`src/rtl/alu_cmp_iter_rv32i.sv`:
```
// alu_cmp_iter_rv32i
//   Multi-cycle compare unit for SLT/SLTU/SLTI/SLTIU and branch conditions.
//   Operands are scanned MSB-first, CHUNK bits per BUSY cycle. The scan stops
//   at the first chunk that differs, so short compares finish early.
//   Optional feature macro: ALU_CMP_MINMAX_EN (adds Zbb MIN/MAX/MINU/MAXU via op[3]).
// Ports
//   clk        in   rising-edge clock
//   rst_n      in   asynchronous active-low reset
//   in_valid   in   request valid
//   in_ready   out  unit can accept a request (IDLE)
//   in1, in2   in   operands A and B (XLEN)
//   op         in   [2:0] branch funct3 (EQ,NE,LT,GE,LTU,GEU), [3] min/max select
//   out_valid  out  result valid (DONE)
//   out_ready  in   consumer accepts result
//   flag       out  condition true
//   out        out  {zeros, flag} or min/max value
//   busy       out  state != IDLE
module alu_cmp_iter_rv32i #(
    parameter int XLEN  = 32,
    parameter int CHUNK = 8
) (
    input  logic            clk,
    input  logic            rst_n,
    input  logic            in_valid,
    output logic            in_ready,
    input  logic [XLEN-1:0] in1,
    input  logic [XLEN-1:0] in2,
    input  logic [3:0]      op,
    output logic            out_valid,
    input  logic            out_ready,
    output logic            flag,
    output logic [XLEN-1:0] out,
    output logic            busy
);

    localparam int NCHUNK = XLEN / CHUNK;
    localparam int IDXW   = (NCHUNK > 1) ? $clog2(NCHUNK) : 1;

    typedef enum logic [1:0] {
        ST_IDLE = 2'd0,
        ST_BUSY = 2'd1,
        ST_DONE = 2'd2
    } state_t;

    state_t            r_state;
    state_t            w_state_nxt;
    logic              r_in_ready;
    logic              r_out_valid;
    logic              r_busy;
    logic              r_flag;
    logic [XLEN-1:0]   r_out;
    logic [XLEN-1:0]   r_a;
    logic [XLEN-1:0]   r_b;
    logic [2:0]        r_op;
    logic              r_mm;
    logic [IDXW-1:0]   r_idx;

    logic              w_accept;
    logic              w_signed;
    logic [XLEN-1:0]   w_a_x;
    logic [XLEN-1:0]   w_b_x;
    logic [XLEN-1:0]   w_a_sh;
    logic [XLEN-1:0]   w_b_sh;
    logic [CHUNK-1:0]  w_a_chunk;
    logic [CHUNK-1:0]  w_b_chunk;
    logic              w_chunk_ne;
    logic              w_last;
    logic              w_fin;
    logic              w_lt;
    logic              w_eq;
    logic              w_flag_nxt;
    logic [XLEN-1:0]   w_out_nxt;

    // Branch-condition decode of the latched funct3.
    function automatic logic decode_flag(input logic [2:0] f3, input logic lt, input logic eq);
        logic res;
        case (f3)
            3'b000:          res = eq;
            3'b001:          res = !eq;
            3'b100, 3'b110:  res = lt;
            3'b101, 3'b111:  res = !lt;
            default:         res = 1'b0;
        endcase
        return res;
    endfunction

`ifdef ALU_CMP_MINMAX_EN
    // MIN/MAX are signed when op[1]=0; otherwise LT/GE are the signed branch ops.
    assign w_signed = r_mm ? !r_op[1] : (r_op[2:1] == 2'b10);
`else
    logic w_unused_op3;
    assign w_unused_op3 = op[3];
    assign w_signed     = (r_op[2:1] == 2'b10);
`endif

    assign w_accept = in_valid && r_in_ready;

    // Flipping the sign bit maps two's-complement order onto unsigned order,
    // so one unsigned chunk comparator serves every op.
    assign w_a_x      = r_a ^ {w_signed, {(XLEN-1){1'b0}}};
    assign w_b_x      = r_b ^ {w_signed, {(XLEN-1){1'b0}}};
    assign w_a_sh     = w_a_x << (int'(r_idx) * CHUNK);
    assign w_b_sh     = w_b_x << (int'(r_idx) * CHUNK);
    assign w_a_chunk  = w_a_sh[XLEN-1 -: CHUNK];
    assign w_b_chunk  = w_b_sh[XLEN-1 -: CHUNK];
    assign w_chunk_ne = (w_a_chunk != w_b_chunk);
    assign w_last     = (r_idx == IDXW'(NCHUNK - 1));
    assign w_fin      = (r_state == ST_BUSY) && (w_chunk_ne || w_last);
    assign w_lt       = w_chunk_ne && (w_a_chunk < w_b_chunk);
    assign w_eq       = !w_chunk_ne;

    // Next state and the result that is captured when the scan finishes.
    always_comb begin
        w_state_nxt = r_state;
        w_flag_nxt  = decode_flag(r_op, w_lt, w_eq);
        w_out_nxt   = {{(XLEN-1){1'b0}}, w_flag_nxt};
`ifdef ALU_CMP_MINMAX_EN
        if (r_mm) begin
            w_flag_nxt = w_lt;
            // op[0]=0 selects MIN; results come from the uninverted operands.
            if (r_op[0]) begin
                w_out_nxt = w_lt ? r_b : r_a;
            end else begin
                w_out_nxt = w_lt ? r_a : r_b;
            end
        end else begin
            w_out_nxt = {{(XLEN-1){1'b0}}, w_flag_nxt};
        end
`endif
        case (r_state)
            ST_IDLE: begin
                if (w_accept) begin
                    w_state_nxt = ST_BUSY;
                end else begin
                    w_state_nxt = ST_IDLE;
                end
            end
            ST_BUSY: begin
                if (w_fin) begin
                    w_state_nxt = ST_DONE;
                end else begin
                    w_state_nxt = ST_BUSY;
                end
            end
            ST_DONE: begin
                if (out_ready) begin
                    w_state_nxt = ST_IDLE;
                end else begin
                    w_state_nxt = ST_DONE;
                end
            end
            default: w_state_nxt = ST_IDLE;
        endcase
    end

    // State, handshake outputs, operand latch and scan index.
    always_ff @(posedge clk or negedge rst_n) begin
        if (!rst_n) begin
            r_state     <= ST_IDLE;
            r_in_ready  <= 1'b0;
            r_out_valid <= 1'b0;
            r_busy      <= 1'b0;
            r_flag      <= 1'b0;
            r_out       <= {XLEN{1'b0}};
            r_a         <= {XLEN{1'b0}};
            r_b         <= {XLEN{1'b0}};
            r_op        <= 3'b000;
            r_mm        <= 1'b0;
            r_idx       <= {IDXW{1'b0}};
        end else begin
            r_state     <= w_state_nxt;
            r_in_ready  <= (w_state_nxt == ST_IDLE);
            r_out_valid <= (w_state_nxt == ST_DONE);
            r_busy      <= (w_state_nxt != ST_IDLE);
            if (w_accept) begin
                r_a    <= in1;
                r_b    <= in2;
                r_op   <= op[2:0];
`ifdef ALU_CMP_MINMAX_EN
                r_mm   <= op[3];
`else
                r_mm   <= 1'b0;
`endif
                r_idx  <= {IDXW{1'b0}};
                r_flag <= 1'b0;
                r_out  <= {XLEN{1'b0}};
            end else if (w_fin) begin
                r_flag <= w_flag_nxt;
                r_out  <= w_out_nxt;
            end else if (r_state == ST_BUSY) begin
                r_idx  <= r_idx + IDXW'(1);
            end
        end
    end

    assign in_ready  = r_in_ready;
    assign out_valid = r_out_valid;
    assign busy      = r_busy;
    assign flag      = r_flag;
    assign out       = r_out;

endmodule
```
`config.mk`:
```
export PLATFORM = sky130hd
export DESIGN_NAME = alu_cmp_iter_rv32i
export DESIGN_NICKNAME = d
export VERILOG_FILES = /design/src/rtl/alu_cmp_iter_rv32i.sv
export SDC_FILE = /design/constraint.sdc
export NUM_CORES = 1
export LEC_CHECK = 0
export CAP_MARGIN = 10
export CELL_PAD_IN_SITES_DETAIL_PLACEMENT = 1
export CELL_PAD_IN_SITES_GLOBAL_PLACEMENT = 1
export CORE_MARGIN = 10
export CORE_UTILIZATION = 38
export CTS_CLUSTER_DIAMETER = 50
export CTS_CLUSTER_SIZE = 28
export DETAILED_ROUTE_END_ITERATION = 8
export PLACE_DENSITY_LB_ADDON = 0.1
export SLEW_MARGIN = 20
export SYNTH_ARGS = -nofsm -noshare
export SYNTH_HDL_FRONTEND = slang
export SYNTH_SLANG_ARGS = --single-unit
```
`constraint.sdc`:
```
create_clock -name clk -period 4.8 [get_ports clk]
set_clock_uncertainty 0.1 [all_clocks]
set_input_delay 0.96 -clock clk [delete_from_list [all_inputs] [get_ports clk]]
set_output_delay 0.96 -clock clk [all_outputs]
set_load 0.005 [all_outputs]
```
# ---- Yosys cells after proc, flatten, opt, wreduce, memory -nomap -nowiden
# Index checks and enable logic that the tools add are counted.
dict set report totals {
  register_bits 107
  latch_bits 0
  ramBits 0
  romBits 0
  inputBits 72
  output_inout_bits 36
  word_cells 55
  n_memories 0
}
dict set report op_classes {
  add_sub_neg 1
  multipliers 0
  n_div 0
  magnitude_cmp 1
  n_eq_ne 12
  n_shift 2
  muxes 12
  bitwise_logic 2
  n_reduce_logical 15
}
# operator n
set ops {}
lappend ops {{$mux W32} 2}
lappend ops {{$shl A32 B5 Y32} 2}
lappend ops {{$xor A32 B32 Y32} 2}
lappend ops {{$eq A3 B3 Y1 const B} 4}
lappend ops {{$mux W2} 5}
lappend ops {{$eq A2 B2 Y1 const B} 4}
lappend ops {{$lt A8 B8 Y1} 1}
lappend ops {{$ne A8 B8 Y1} 1}
lappend ops {{$pmux W2 S3} 1}
lappend ops {{$reduce_bool A2 Y1} 3}
lappend ops {{$logic_not A2 Y1} 2}
lappend ops {{$pmux W1 S4} 1}
lappend ops {{$reduce_or A2 Y1} 2}
lappend ops {{$eq A3 B1 Y1 const B} 1}
lappend ops {{$logic_and A1 B1 Y1} 3}
lappend ops {{$logic_not A3 Y1} 1}
lappend ops {{$mux W1} 3}
lappend ops {{$add A2 B1 Y2 const B} 1}
lappend ops {{$eq A2 B1 Y1 const B} 1}
lappend ops {{$logic_not A1 Y1} 2}
lappend ops {{$ne A2 B2 Y1 const B} 1}
lappend ops {{$reduce_and A2 Y1} 1}
lappend ops {{$logic_or A1 B1 Y1} 1}

# ---- Longest topological paths before layout
dict set report depth {
  ltp_word 9
  depth_mapped 11
  mapped_depth_nobuf 11
}

# ---- Least setup slack after synthesis
# No wires, ideal clock.
dict set report synth_timing {
  path_kind {flip-flop to flip-flop}
  startpoint {register r_idx[0]}
  endpoint {register r_out[0], in the netlist out[0]}
  setup_time_ps 66
  t_arrival_ps 2872
  required_ps 4634
  slack_ps 1762
  stages_incl_launch_ff 11
  path_buffers 2
  period_less_slack_ps 3038
  cell_sequence {dfrtp_1 buf_2 buf_2 mux4_2 ha_1 and4_4 nor2_2 o21ai_1 a221o_1 or4b_1 nand2_1}
}
dict set report synth_via {
  elab_chain_len 7
  elab_cells_between_ends 14
  classes_between {order compare (1); eq/ne (2); shift (2); mux (3); reduce/logical (6)}
}
# element line
set synth_rtl {}
lappend synth_rtl {{start: declaration} 56} ;# logic [IDXW-1:0] r_idx;
lappend synth_rtl {{start signal: assignment} 169} ;# r_idx <= {IDXW{1'b0}};
lappend synth_rtl {{start signal: assignment} 184} ;# r_idx <= {IDXW{1'b0}};
lappend synth_rtl {{start signal: assignment} 191} ;# r_idx <= r_idx + IDXW'(1);
lappend synth_rtl {{$shl A32 B5 Y32 (on tied branches)} {102, 103}}
lappend synth_rtl {{$lt A8 B8 Y1 or $ne A8 B8 Y1 (tied branches)} {109, 106}}
lappend synth_rtl {{$logic_and A1 B1 Y1} 109} ;# assign w_lt = w_chunk_ne && (w_a_chunk < w_b_chunk);
lappend synth_rtl {{$logic_not A1 Y1} 81} ;# 3'b101, 3'b111: res = !lt;
lappend synth_rtl {{$pmux W1 S4} 77} ;# case (f3)
lappend synth_rtl {{$mux W32} 187} ;# end else if (w_fin) begin
lappend synth_rtl {{$mux W32} 175} ;# if (w_accept) begin
lappend synth_rtl {{end signal: assignment} 164} ;# r_out <= {XLEN{1'b0}};
lappend synth_rtl {{end signal: assignment} 186} ;# r_out <= {XLEN{1'b0}};
lappend synth_rtl {{end signal: assignment} 189} ;# r_out <= w_out_nxt;
lappend synth_rtl {{end: declaration} 51} ;# logic [XLEN-1:0] r_out;
# Parallel ways exist; a longest one is shown, timed or not. The select of a mux whose other input is x is not followed.
# A chain may end at the register's enable or synchronous reset.

# ---- Worst setup path after layout
# Same ends and word-level chain as after synthesis.

==> impl_results.md <==
* Clock sink count at 75
* Leak Pwr at between 0.002 and 0.0025 uW
* Number of nets in the layout at about 550
* Number of global-route vias before repair at 3075
* Overflow after GRT at 0
* Count of hold buffers inserted by post-cts repair at 0
* CTS tree: built
* Filler-free cell count of the finished design at 610
* Clock latency reported for the late side of the worst-skew pair at 0.35 ns
* Register bit count reported by yosys at 75
* Final hold violation count at 0
* Most frequent standard cell in the layout excluding fill and tap cells: nand2_1
* Die extent in x at 119 um
* Total Wirelength at just over 9 mm
* Async set or reset register ratio after synthesis at 100%
* Cell at the root of the clock tree: clkbuf_8
* Post-cts gate resize count at 0
* H-tree depth reported by CTS at 3
* Row count at 36
* Total die area at 0.0142 mm^2
* Worst ir drop on vdd at 0.203 mV
* Average size of a mapped cell at 9.22 um^2
* Post-route ant nets at 0
* Sequential element share of the synthesized area at 50.4%
* Sum Neg Setup Slack at 0 ns
* Maximum fanout count along the critical path at 13
* Number of diodes added for antenna fixing at 0
* Timing endpoint of the critical path: out[0]$_DFFE_PN0P_
* Shortest period the worst path allows at between 3 and 4 ns
* Worst endpoint required time at 4.99 ns
* Pin count of the biggest net entering global routing at 76
* Max Root-Sink Buffers at 2
* Worst reg-to-reg path cell count at 9
* Number of design-rule violations left by the first detailed-router iteration at roughly 130
* Slew Limit Headroom at roughly 37%
* Most frequent cells in the layout: 205 x nand2_1, 75 x dfrtp_1, 74 x clkdlybuf4s50_1
* Prevailing post-synth register cell: dfrtp_1
* Terminus of the critical flop-to-flop path: out[0]$_DFFE_PN0P_
* Clock buffer count from CTS at 9
* Initial Utilization at 38.6%
* Type of the worst setup path: reg -> reg
* Overall via count from detail_route at 2751
* Wire length of the first global-routing pass at 15.2 mm
* Antenna violations before repair at 0
* Synth warn at 0
* Synth-to-layout area growth at 25.0%
* Count of different cell masters after synthesis at 32
* Clock transition at path regs at 0.07 ns
* Number of buffer cells added on primary ports at 75
* I/O pin cnt at 108
* Setup slack of the most critical reg-to-reg path at ~1.5 ns
* Fin crit share at about two thirds
* Hold WC Path Type: reg -> reg
* Global router's overall resource usage at between 10% and 20%
* Instance count after placement with tap cells included at around 590
* Average wire length per cell after detail routing at roughly 15 um
* Crit path launch type: flip-flop
* Post-CTS repair timing setup buffer count at 0
* Placeable Area at ~0.0096 mm^2
* Routability Congestion at ~0.71
* Unrepaired setup endpoints after global routing: no
* Fraction of layout instances using a drive strength above 1 at 8.81%
* Synthesized cell area at 0.00372 mm^2
* Total half-perimeter wirelength after legalization and detailed placement at 6.68 mm
* Source of the worst register-to-register timing path: r_idx[0]$_DFFE_PN0P_
* Achievable Freq at ~300 MHz
* Die Span Y at around 120 um
* Count of mapped cells out of synthesis at 404
* Number of synthesized flops with an enable pin at 0
* Transition time at the pin with the least slew margin at 0.952 ns
* Crit end category: flip-flop
* Result of the run: finished clean
* Number of design rule violations left after detail routing at 0
* Count of maximum capacitance violations at 0
* DR vias/cell at 4.51
* Number of setup violations in the final report at 0
* Number of max-slew violations in the final report at 0
* Number of iterations in the first detailed-routing pass at 4
* PD cells at 539 mW/mm^2
* Worst setup path startpoint: r_idx[0]$_DFFE_PN0P_
* Data arrival, critical path at 3.44 ns
synthesized netlist by cell type (2+ instances only):
library cell  instances  share of area [%]
inv_1                10                1.0
nand2_1             205                 21
nor3_1                2               0.27
clkbuf_1             14                1.4
dfrtp_1              75                 50
nor2_1                4               0.40
o21ai_0               5               0.67
a21oi_1               2               0.27
xnor2_1               4               0.94
mux4_2               16                9.7
buf_4                32                6.5
buf_2                 3               0.40
ha_1                  9                3.0
and4_4                2               0.60
nand2b_1              3               0.50
buf_1                 2               0.20
worst min-delay path by stage:
stage / cells after the start / start / end
6_report: 2 / r_a[0]$_DFFE_PN0P_ / r_a[0]$_DFFE_PN0P_
5_1_grt: 2 / r_b[10]$_DFFE_PN0P_ / r_b[10]$_DFFE_PN0P_
4_1_cts: 2 / r_a[23]$_DFFE_PN0P_ / r_a[23]$_DFFE_PN0P_
3_5_place_dp: 2 / r_a[23]$_DFFE_PN0P_ / r_a[23]$_DFFE_PN0P_
3_3_place_gp: 2 / r_b[13]$_DFFE_PN0P_ / r_b[13]$_DFFE_PN0P_
2_1_floorplan: 2 / r_a[10]$_DFFE_PN0P_ / r_a[10]$_DFFE_PN0P_
power breakdown:
group	internal [uW]	switching, uW	total (uW)
clock	252	225	477
sequential	926	170	1100
combinational	454	479	933
total	1630	875	2510
routing by layer:
| layer | GRT usage (%) | part of all wire (%) | up-vias | wire, um |
|---|---|---|---|---|
| met3 | 4.49 | 5.5 | 12 | 501 |
| met2 | 22.0 | 50 | 72 | 4540 |
| met4 | 3.21 | 1.0 | 0 | 95 |
| met5 | 0 | 0 | - | 0 |
| met1 | 15.5 | 43 | 1313 | 3920 |
| li1 | - | - | 1354 | - |
area by class of cell:
| type | count | area, um^2 |
|---|---|---|
| sequential | 75 | 1880 |
| multi-input combinational | 298 | 1610 |
| inverter | 10 | 37.5 |
| clock buffer | 11 | 141 |
| fill | 1174 | 4990 |
| timing repair buffer | 78 | 771 |
| tap | 133 | 166 |
| clock inverter | 5 | 52.6 |
stage by stage:
step / cell area, um^2 / utilization, % / worst slack [ns] / hold WS [ns] / total power (uW)
global route: 4650 / 48.3 / 1.37 / 0.403 / 2740
floorplan: 3840 / - / 1.76 / 0.340 / 1750
global placement: 4460 / 46.3 / 1.52 / 0.354 / 2000
finish: 4650 / 48.3 / 1.55 / 0.372 / 2510
CTS: 4650 / 48.3 / 1.52 / 0.380 / 2550
detailed placement: 4460 / 46.3 / 1.53 / 0.361 / 2060
worst max-delay path, cell delays in order (launching register included):
cell	delay (ns)
dfrtp_1	0.56
buf_4	0.35
mux4_2	0.57
ha_1	0.33
and4_4	0.21
nor2_2	0.07
o21ai_1	0.08
a221o_1	0.38
or4b_1	0.47
nand2_1	0.08
cells by family (layout without fill, tap and decap cells):
group | Yosys count | in the layout | synth area share [%]
flip-flops | 75 | 75 | 50.4
adder cells (fa/ha/maj) | 9 | 9 | 3.02
other | 1 | 31 | 0.101
AO/OA/AOI/OAI | 13 | 13 | 2.15
AND/OR/NAND/NOR | 224 | 224 | 24.0
XOR/XNOR | 4 | 4 | 0.941
multiplexers | 17 | 17 | 9.95
buffers and inverters | 61 | 104 | 9.48
sequential cells by signal, indices dropped and copies added (netlist names):
register / flops
r_a: 32
r_op: 3
out: 1
busy: 1
r_b: 32
out_valid: 1
r_state: 2
r_idx: 2
in_ready: 1
(Power assumes the default switching activity.)
